===== config.mk =====
export PLATFORM = sky130hd
export DESIGN_NAME = miss_fill_ctrl
export DESIGN_NICKNAME = d
export VERILOG_FILES = /design/src/rtl/miss_fill_ctrl.sv
export SDC_FILE = /design/constraint.sdc
export NUM_CORES = 1
export LEC_CHECK = 0
export BUFFER_PORTS_ARGS = -buffer_cell sky130_fd_sc_hd__buf_4
export CORE_MARGIN = 2
export CORE_UTILIZATION = 46
export CTS_CLUSTER_SIZE = 14
export DETAILED_ROUTE_END_ITERATION = 7
export MAX_ROUTING_LAYER = met4
export PLACE_DENSITY_LB_ADDON = 0.25
export SLEW_MARGIN = 25
export SYNTH_ARGS = -nofsm -noshare
export SYNTH_HDL_FRONTEND = slang
export SYNTH_SLANG_ARGS = --single-unit
export TNS_END_PERCENT = 20

===== constraint.sdc =====
create_clock -name clk -period 2.4 [get_ports clk]
set_input_delay 0 -clock clk [delete_from_list [all_inputs] [get_ports clk]]
set_output_delay 0 -clock clk [all_outputs]
set_load 0.005 [all_outputs]

===== src/rtl/miss_fill_ctrl.sv =====
// Cache-miss fill controller: arbitrates the single memory read port between
// I-cache and D-cache misses, sequences an 8-word block fill into the winning
// cache, and freezes or drains the pipeline while a fill is outstanding.
module miss_fill_ctrl #(
    parameter int BLOCK_WORDS = 8
) (
    input  logic        clk,
    input  logic        rst,
    input  logic        icache_miss,
    input  logic [15:0] icache_miss_addr,
    input  logic        dcache_miss,
    input  logic [15:0] dcache_miss_addr,
    input  logic        mem_data_valid,
    output logic        mem_en,
    output logic [15:0] mem_addr,
    output logic        fill_we,
    output logic        fill_sel,
    output logic [2:0]  fill_word,
    output logic        fill_done_i,
    output logic        fill_done_d,
    output logic        pc_write,
    output logic        if_id_write,
    output logic        id_ex_write,
    output logic        ex_mem_write,
    output logic        mem_wb_write,
    output logic        if_id_flush
);

    typedef enum logic [1:0] {
        IDLE = 2'd0,
        FILL = 2'd1,
        DONE = 2'd2
    } state_t;

    // Issue counter needs one extra value (0..8) to mark "all requests sent".
    localparam logic [3:0] ISSUE_END = 4'(BLOCK_WORDS);
    localparam logic [2:0] RET_LAST  = 3'(BLOCK_WORDS - 1);

    state_t      state_q, state_d;
    logic        target_q, target_d;      // 0 = I-cache, 1 = D-cache
    logic [15:0] base_q, base_d;
    logic [3:0]  issue_cnt_q, issue_cnt_d;
    logic [2:0]  ret_cnt_q, ret_cnt_d;

    logic        d_busy;
    logic        i_busy;

    // State and fill bookkeeping registers with synchronous reset.
    always_ff @(posedge clk) begin
        if (rst) begin
            state_q     <= IDLE;
            target_q    <= 1'b0;
            base_q      <= 16'h0000;
            issue_cnt_q <= 4'd0;
            ret_cnt_q   <= 3'd0;
        end else begin
            state_q     <= state_d;
            target_q    <= target_d;
            base_q      <= base_d;
            issue_cnt_q <= issue_cnt_d;
            ret_cnt_q   <= ret_cnt_d;
        end
    end

    // Next-state, memory/fill outputs and pipeline stall control.
    always_comb begin
        state_d      = state_q;
        target_d     = target_q;
        base_d       = base_q;
        issue_cnt_d  = issue_cnt_q;
        ret_cnt_d    = ret_cnt_q;
        mem_en       = 1'b0;
        mem_addr     = 16'h0000;
        fill_we      = 1'b0;
        fill_word    = 3'd0;
        fill_done_i  = 1'b0;
        fill_done_d  = 1'b0;
        fill_sel     = 1'b0;

        case (state_q)
            IDLE: begin
                // D-side wins: it belongs to the older instruction.
                if (dcache_miss) begin
                    target_d    = 1'b1;
                    base_d      = dcache_miss_addr & 16'hFFF0;
                    issue_cnt_d = 4'd0;
                    ret_cnt_d   = 3'd0;
                    state_d     = FILL;
                end else if (icache_miss) begin
                    target_d    = 1'b0;
                    base_d      = icache_miss_addr & 16'hFFF0;
                    issue_cnt_d = 4'd0;
                    ret_cnt_d   = 3'd0;
                    state_d     = FILL;
                end
            end
            FILL: begin
                fill_sel = target_q;
                if (issue_cnt_q < ISSUE_END) begin
                    mem_en      = 1'b1;
                    mem_addr    = base_q + {11'd0, issue_cnt_q, 1'b0};
                    issue_cnt_d = issue_cnt_q + 4'd1;
                end
                if (mem_data_valid) begin
                    fill_we   = 1'b1;
                    fill_word = ret_cnt_q;
                    ret_cnt_d = ret_cnt_q + 3'd1;
                    if (ret_cnt_q == RET_LAST) begin
                        state_d = DONE;
                    end
                end
            end
            DONE: begin
                fill_sel    = target_q;
                fill_done_d = target_q;
                fill_done_i = ~target_q;
                state_d     = IDLE;
            end
            default: begin
                state_d = IDLE;
            end
        endcase

        d_busy = dcache_miss | ((state_q != IDLE) & target_q);
        i_busy = icache_miss | ((state_q != IDLE) & ~target_q);

        // D-miss freezes everything; I-miss alone drains NOPs downstream.
        pc_write     = ~(d_busy | i_busy);
        if_id_write  = ~d_busy;
        id_ex_write  = ~d_busy;
        ex_mem_write = ~d_busy;
        mem_wb_write = ~d_busy;
        if_id_flush  = ~d_busy & i_busy;

        if (rst) begin
            mem_en       = 1'b0;
            mem_addr     = 16'h0000;
            fill_we      = 1'b0;
            fill_sel     = 1'b0;
            fill_word    = 3'd0;
            fill_done_i  = 1'b0;
            fill_done_d  = 1'b0;
            pc_write     = 1'b1;
            if_id_write  = 1'b1;
            id_ex_write  = 1'b1;
            ex_mem_write = 1'b1;
            mem_wb_write = 1'b1;
            if_id_flush  = 1'b0;
        end
    end

endmodule


-- Word level (Yosys, flattened, before mapping)
Cells that the tools add are included.
- reduce and logical (&&, ||, !) cells: 9
- $add $sub $neg: 3
- eq/ne operators: 7
- div/mod/pow operators: 0
- magnitude comparators: 1
- shifts and indexed selects: 0
- multiplexer cells: 38
- bitwise operators: 9
- $mul: 0
- operators with widths (cell ; number):
    $mux W16 ; 5
    $mux W3 ; 6
    $mux W1 ; 17
    $add A16 B5 Y16 ; 1
    $mux W4 ; 3
    $reduce_and A3 Y1 ; 3
    $mux W2 ; 4
    $pmux W4 S2 ; 1
    $ne A2 B2 Y1 const B ; 3
    $pmux W3 S2 ; 1
    $reduce_bool A2 Y1 ; 3
    $add A4 B1 Y4 const B ; 1
    $lt A4 B4 Y1 const B ; 1
    $pmux W2 S2 ; 1
    $add A3 B1 Y3 const B ; 1
    $and A1 B1 Y1 ; 3
    $eq A3 B3 Y1 const B ; 1
    $ne A3 B3 Y1 const B ; 1
    $not A1 Y1 ; 3
    $or A1 B1 Y1 ; 3
    $eq A2 B1 Y1 const B ; 1
    $eq A2 B2 Y1 const B ; 1
    $logic_not A2 Y1 ; 1
    $reduce_and A2 Y1 ; 1
    $reduce_or A2 Y1 ; 1
- input bits: 37
- logic and storage cells: 72
- bits in writable memories: 0
- bits in registers: 26
- memory bits (read-only): 0
- memories kept: 0
- latch bits: 0
- output and inout bits: 30

-- Depth between registers and ports, before layout
- depth after elaboration: 6
- gate-level depth with buffers: 8
- gate-level depth less buffers: 5

-- Least setup slack after synthesis
Ideal clock, no wire load.
- kind: register -> register
- start point: register state_q[0]
- end point: register issue_cnt_q[2]
- clock period less this slack: 1.707 ns
- data arrival time: 1.584 ns
- library setup time: 0.123 ns
- stages on the path, launching flop included: 8
- path slack: 0.693 ns
- required time: 2.277 ns
- buffers on the path: 2
- path through: dfxtp_1 -> inv_1 -> ha_1 -> buf_6 -> nor3b_4 -> buf_6 -> nor4b_2 -> mux2_1
- longest elaborated chain between the ends: 3
- elaborated cells on any way between the ends: 7
- classes of those cells: eq/ne (3); mux (1); reduce/logical (3)
- ends and longest elaborated chain (item ; RTL line ; source):
    from (decl) ; 39 ; state_t state_q, state_d;
    from (signal assigned) ; 57 ; state_q <= state_d;
    $eq A2 B1 Y1 or $logic_not A2 Y1 (tied branches) ; 80 ; case (state_q)
    $ne A2 B2 Y1 (no source line) (tied with other cells) ; - ;
    $reduce_and A3 Y1 (no source line) ; - ;
    to (signal assigned) ; 60 ; issue_cnt_q <= issue_cnt_d;
    to (decl) ; 42 ; logic [3:0] issue_cnt_q, issue_cnt_d;
Several ways; a longest one is shown, not always the timed one.
A chain may end at the register's enable or synchronous reset.

-- Final worst setup path
- start point: register state_q[1]
- end point: output mem_addr[15]
- longest elaborated chain between the ends: 3
- ends and longest elaborated chain (item ; RTL line ; source):
    $eq A2 B1 Y1 ; 80 ;
    $mux W16 ; 80 ;
    $mux W16 ; 135 ; if (rst) begin
    to (decl) ; 15 ; output logic [15:0] mem_addr,
Every way passes these cells.

==> results by stage <==
Power and ir drop:
- The internal power component is 754.9 uW.
- The worst-case vdd ir drop is 0.4584 mV.
- The power share of the combinational group is 0.323.
- Total power for the finished layout comes to 1.087 mW.
- The clock share of power is 0.262.
- The net switching power of the design is 332.0 uW.
- The share of total power dissipated in sequential elements is 0.415.
- The switching portion of total power is 0.3054.
- The leakage power figure is 0.8659 nW.
- For this design the ratio of total power to cell area is 602.4 nW/um2.

Worst setup path:
- In this run the worst setup path begins at state_q[1].
- Across all register-to-register paths, the minimum setup slack is 0.60 ns.
- The worst register-to-register path ends at base_q[6].
- The endpoint class of the critical path is an output port.
- On the worst path, the slowest cell contributes a delay of 0.35 ns.
- The worst-path cell with the longest stage delay is dfxtp_1.
- The arrival time of data at the critical path endpoint is 1.90 ns.
- The highest net fanout along the worst path is 15.
- The startpoint identified for the worst register-to-register timing path is state_q[1].
- The critical path in this run is classified as reg -> out.
- The endpoint required time on the critical path is 2.40 ns.
- The worst register-to-register path has a depth of 6.
- The end point of the critical path is mem_addr[15].
- Traced cell by cell, the critical path runs through inv_1 -> ha_1 -> inv_1 -> nor3_1 -> buf_4 -> and2_1 -> buf_4.
- The kind of launch point of the worst setup path is a flop.

Placement:
- The instance count after placement with tap cells included is 229.
- The standard cell area after detailed placement is 1742 um2.
- OpenSTA, run right after detailed placement, puts the worst setup slack at 0.5803 ns.
- The number of port buffers is 57.
- The congestion estimate from routability-driven global placement came to 0.7102.
- Once detailed placement completed, the half-perimeter wirelength came to 2.261 mm.

Run status:
- The run finished with clean final reports.

Global route:
- The fraction of met1 tracks used by global routing is 0.2302.
- The total overflow left after global routing is 0.
- The all-layer global routing usage is 0.1931.
- Entering global routing, the biggest net connects 33 pins.
- The global-route wire length before repair is 5.057 mm.
- The routing usage on met2 is 0.3291.
- The number of global-route vias before repair is 1169.
- The initial antenna violation count is 0.
- The global-route track usage on met3 is 0.01978.
- met2 is the most crowded layer.

Clock tree:
- The clock passes through at most 2 buffers.
- Post-CTS timing repair inserted 0 buffers for setup.
- For this design, the sink count on the clock tree is 22.
- Post-CTS repair changed the size of 0 cells.
- The clock-pin slew on the worst setup and hold paths is 0.13 ns.
- In this run the number of H-tree levels came out at 1.
- The total clock buffers created by CTS is 3.
- The tree is rooted in a clkbuf_4.
- The TritonCTS clock tree is built.
- The number of buffers inserted by hold repair at cts is 1.
- The clock reaches the later pin of the worst-skew pair after 0.31 ns.

Cells and area:
- The ratio of cells with drive above 1 in the final layout is 0.3300.
- After the flow finishes, the layout carries non-filler instances totaling 234.
- The layout overhead on the synthesized area is 31.81%.
- Once layout is done, the placed cells without fillers occupy 1804 um2.
- 0 antenna diodes ended up in the layout.
- For this run, the share of the core covered by cells in the final layout is 0.6487.
- The number of nets at the end of the flow is 248.

STA:
- The worst path meets setup with 0.5034 ns of slack.
- The final count of pins violating max slew is 0.
- The final cycle utilization of the critical path is 0.7902.
- Final hold analysis gives a worst-case slack of 0.01660 ns.
- Setup repair after global routing left no endpoint under its margin.
- The final number of hold-violating endpoints is 0.
- The shortest clock period the worst path allows after layout is 1.897 ns.
- Adding up every negative setup slack in the final design gives 0 ns.
- Based on the critical path, the design can be clocked at up to 0.5273 GHz.
- Setup violations remaining at the end of the flow were counted as 0.
- Between clock sinks in the finished design, the worst skew comes to 0.006127 ns.

Logic synthesis:
- Of the total synthesized cell area, the portion taken by XOR and XNOR cells is 0.
- The average instance in the mapped netlist occupies 8.831 um2.
- The warning count from the yosys run is 0.
- The most used flip-flop cell after synthesis is dfxtp_1.
- The synthesized design contains 22 register bits.
- The distinct cell type count after synthesis is 36.
- The synthesized-area fraction occupied by ao, oa, aoi and oai cells came to 0.1755.
- The share of synthesized registers carrying an async set or reset is 0.
- The multiplexer area fraction after synthesis is 0.1033.
- The fraction of the yosys area taken by sequential cells is 0.3218.
- Of the total synthesized cell area, the portion taken by AND, OR, NAND and NOR gates is 0.2422.
- The adder-cell area share of the yosys netlist is 0.06399.
- Counting every instance in the synthesized netlist gives 155.
- After synthesis, the largest family of logic cells by area is simple AND/OR/NAND/NOR gates.
- In this run, synthesis inferred 0 flip-flops with an integrated enable.
- The number of nets produced by synthesis is 199.
- The post-synth design cell area is 1369 um2.

Min path:
- The path category of the worst min-delay check is in -> reg.

Detailed routing:
- The final layout contains routed wiring with a total length of 3.042 mm.
- Dividing the detail-routed wire length by the instance count gives 13.00 um.
- After detailed routing, the number of remaining DRC violations is 0.
- The first-pass iteration count of the detailed router is 4.
- Using the TritonRoute via totals, the vias-per-cell ratio works out to 5.291.
- Detailed routing inserted a total of 1238 vias.
- The DRC marker count from the first detailed-route iteration is 22.
- Once detail routing completed, the nets flagged for antenna violations numbered 0.

Floorplanning:
- The die is 58.55 um wide.
- 67 I/O pins were placed.
- The initial utilization of the core area, before any placement, comes to 0.4921.
- The die is 58.55 um tall.
- The floorplan step defined a die boundary enclosing 3428 um2.
- The number of core rows is 19.
- The core outline area is 2781 um2.

Flow run:
- The tool flagged a number of max-cap violations equal to 0.
-- flip-flops by register name, summed over array words and instances (netlist names) --
| name | cells |
|---|---|
| ret_cnt_q | 3 |
| target_q | 1 |
| base_q | 12 |
| state_q | 2 |
| issue_cnt_q | 4 |
-- routing by layer --
| layer | wire, um | up-vias |
|---|---|---|
| met3 | 139 | 4 |
| met1 | 1335 | 553 |
| met4 | 40 | 0 |
| met5 | 0 | - |
| li1 | - | 645 |
| met2 | 1526 | 36 |
-- worst max-delay path: cells and delay by family (launching register included) --
kind / cells / cell delay (ns)
buffers and inverters: 4 / 0.62
flip-flops: 1 / 0.35
adder cells (fa/ha/maj): 1 / 0.32
AND/OR/NAND/NOR: 2 / 0.31
-- cell usage after synthesis (3+ instances only) --
library cell  count  area share
clkbuf_1          3      0.0082
dfxtp_1          22        0.32
a21oi_1           8       0.029
o21ai_0           5       0.018
mux2i_1          13       0.095
ha_1              7       0.064
inv_1             4       0.011
o21a_1            3       0.016
a211oi_1         14       0.077
buf_4             8       0.044
buf_2             3       0.011
and2_1           16       0.073
nor2_1           15       0.041
and3_1            3       0.014
-- cells in the final DEF (no fill, tap or decap), types with 2 or more instances in the layout --
cell type  synthesis  layout
mux2i_1           13      13
nor2_1            15      15
a211oi_1          14      14
ha_1               7       7
nand3_1            2       2
o21ai_0            5       5
or4_1              2       2
buf_4              8      59
a21oi_1            8       8
o31ai_1            2       2
o21a_1             3       3
and3_1             3       3
nand4_1            2       2
and2_1            16      16
nor3_1             2       2
clkbuf_4           0       3
and3b_1            2       2
nor4_1             2       2
dfxtp_1           22      22
nand2_1            2       2
inv_1              4       4
-- cells by family (layout without fill, tap and decap cells) --
kind of cell,Yosys count,count (layout)
buffers and inverters,20,68
muxes,14,14
DFF,22,22
and+or+nand+nor,55,55
AOI/OAI and AO/OA,36,36
other,1,1
adders and majority gates,7,7
-- power groups by stage --
stage / Combinational (mW) / Sequential, mW / Clock, mW
6_report: 0.352 / 0.451 / 0.285
3_5_place_dp: 0.352 / 0.458 / 0
3_3_place_gp: 0.338 / 0.454 / 0
2_1_floorplan: 0.265 / 0.448 / 0
5_1_grt: 0.398 / 0.459 / 0.306
4_1_cts: 0.355 / 0.451 / 0.292
-- worst min path at each step --
stage	start	end	slack, ns	depth (start not counted)
final	icache_miss_addr[5]	base_q[5]	0.02	3
after global routing	icache_miss_addr[11]	base_q[11]	0.02	3
after CTS	icache_miss_addr[5]	base_q[5]	0.01	3
after detailed placement	mem_data_valid	ret_cnt_q[1]	0.33	3
after global placement	mem_data_valid	ret_cnt_q[2]	0.31	3
after floorplan	mem_data_valid	fill_we	0.11	1
-- area by class of cell --
type | instances | area, um2
flip-flops and latches | 22 | 440.4
repair buffers | 60 | 452.9
fillers | 229 | 977.2
multi-input cells | 113 | 804.5
clock buffers | 3 | 22.52
inverters | 4 | 15.01
well taps | 31 | 38.79
clock inverters | 1 | 30.03
Power figures use the tool's default switching activity.
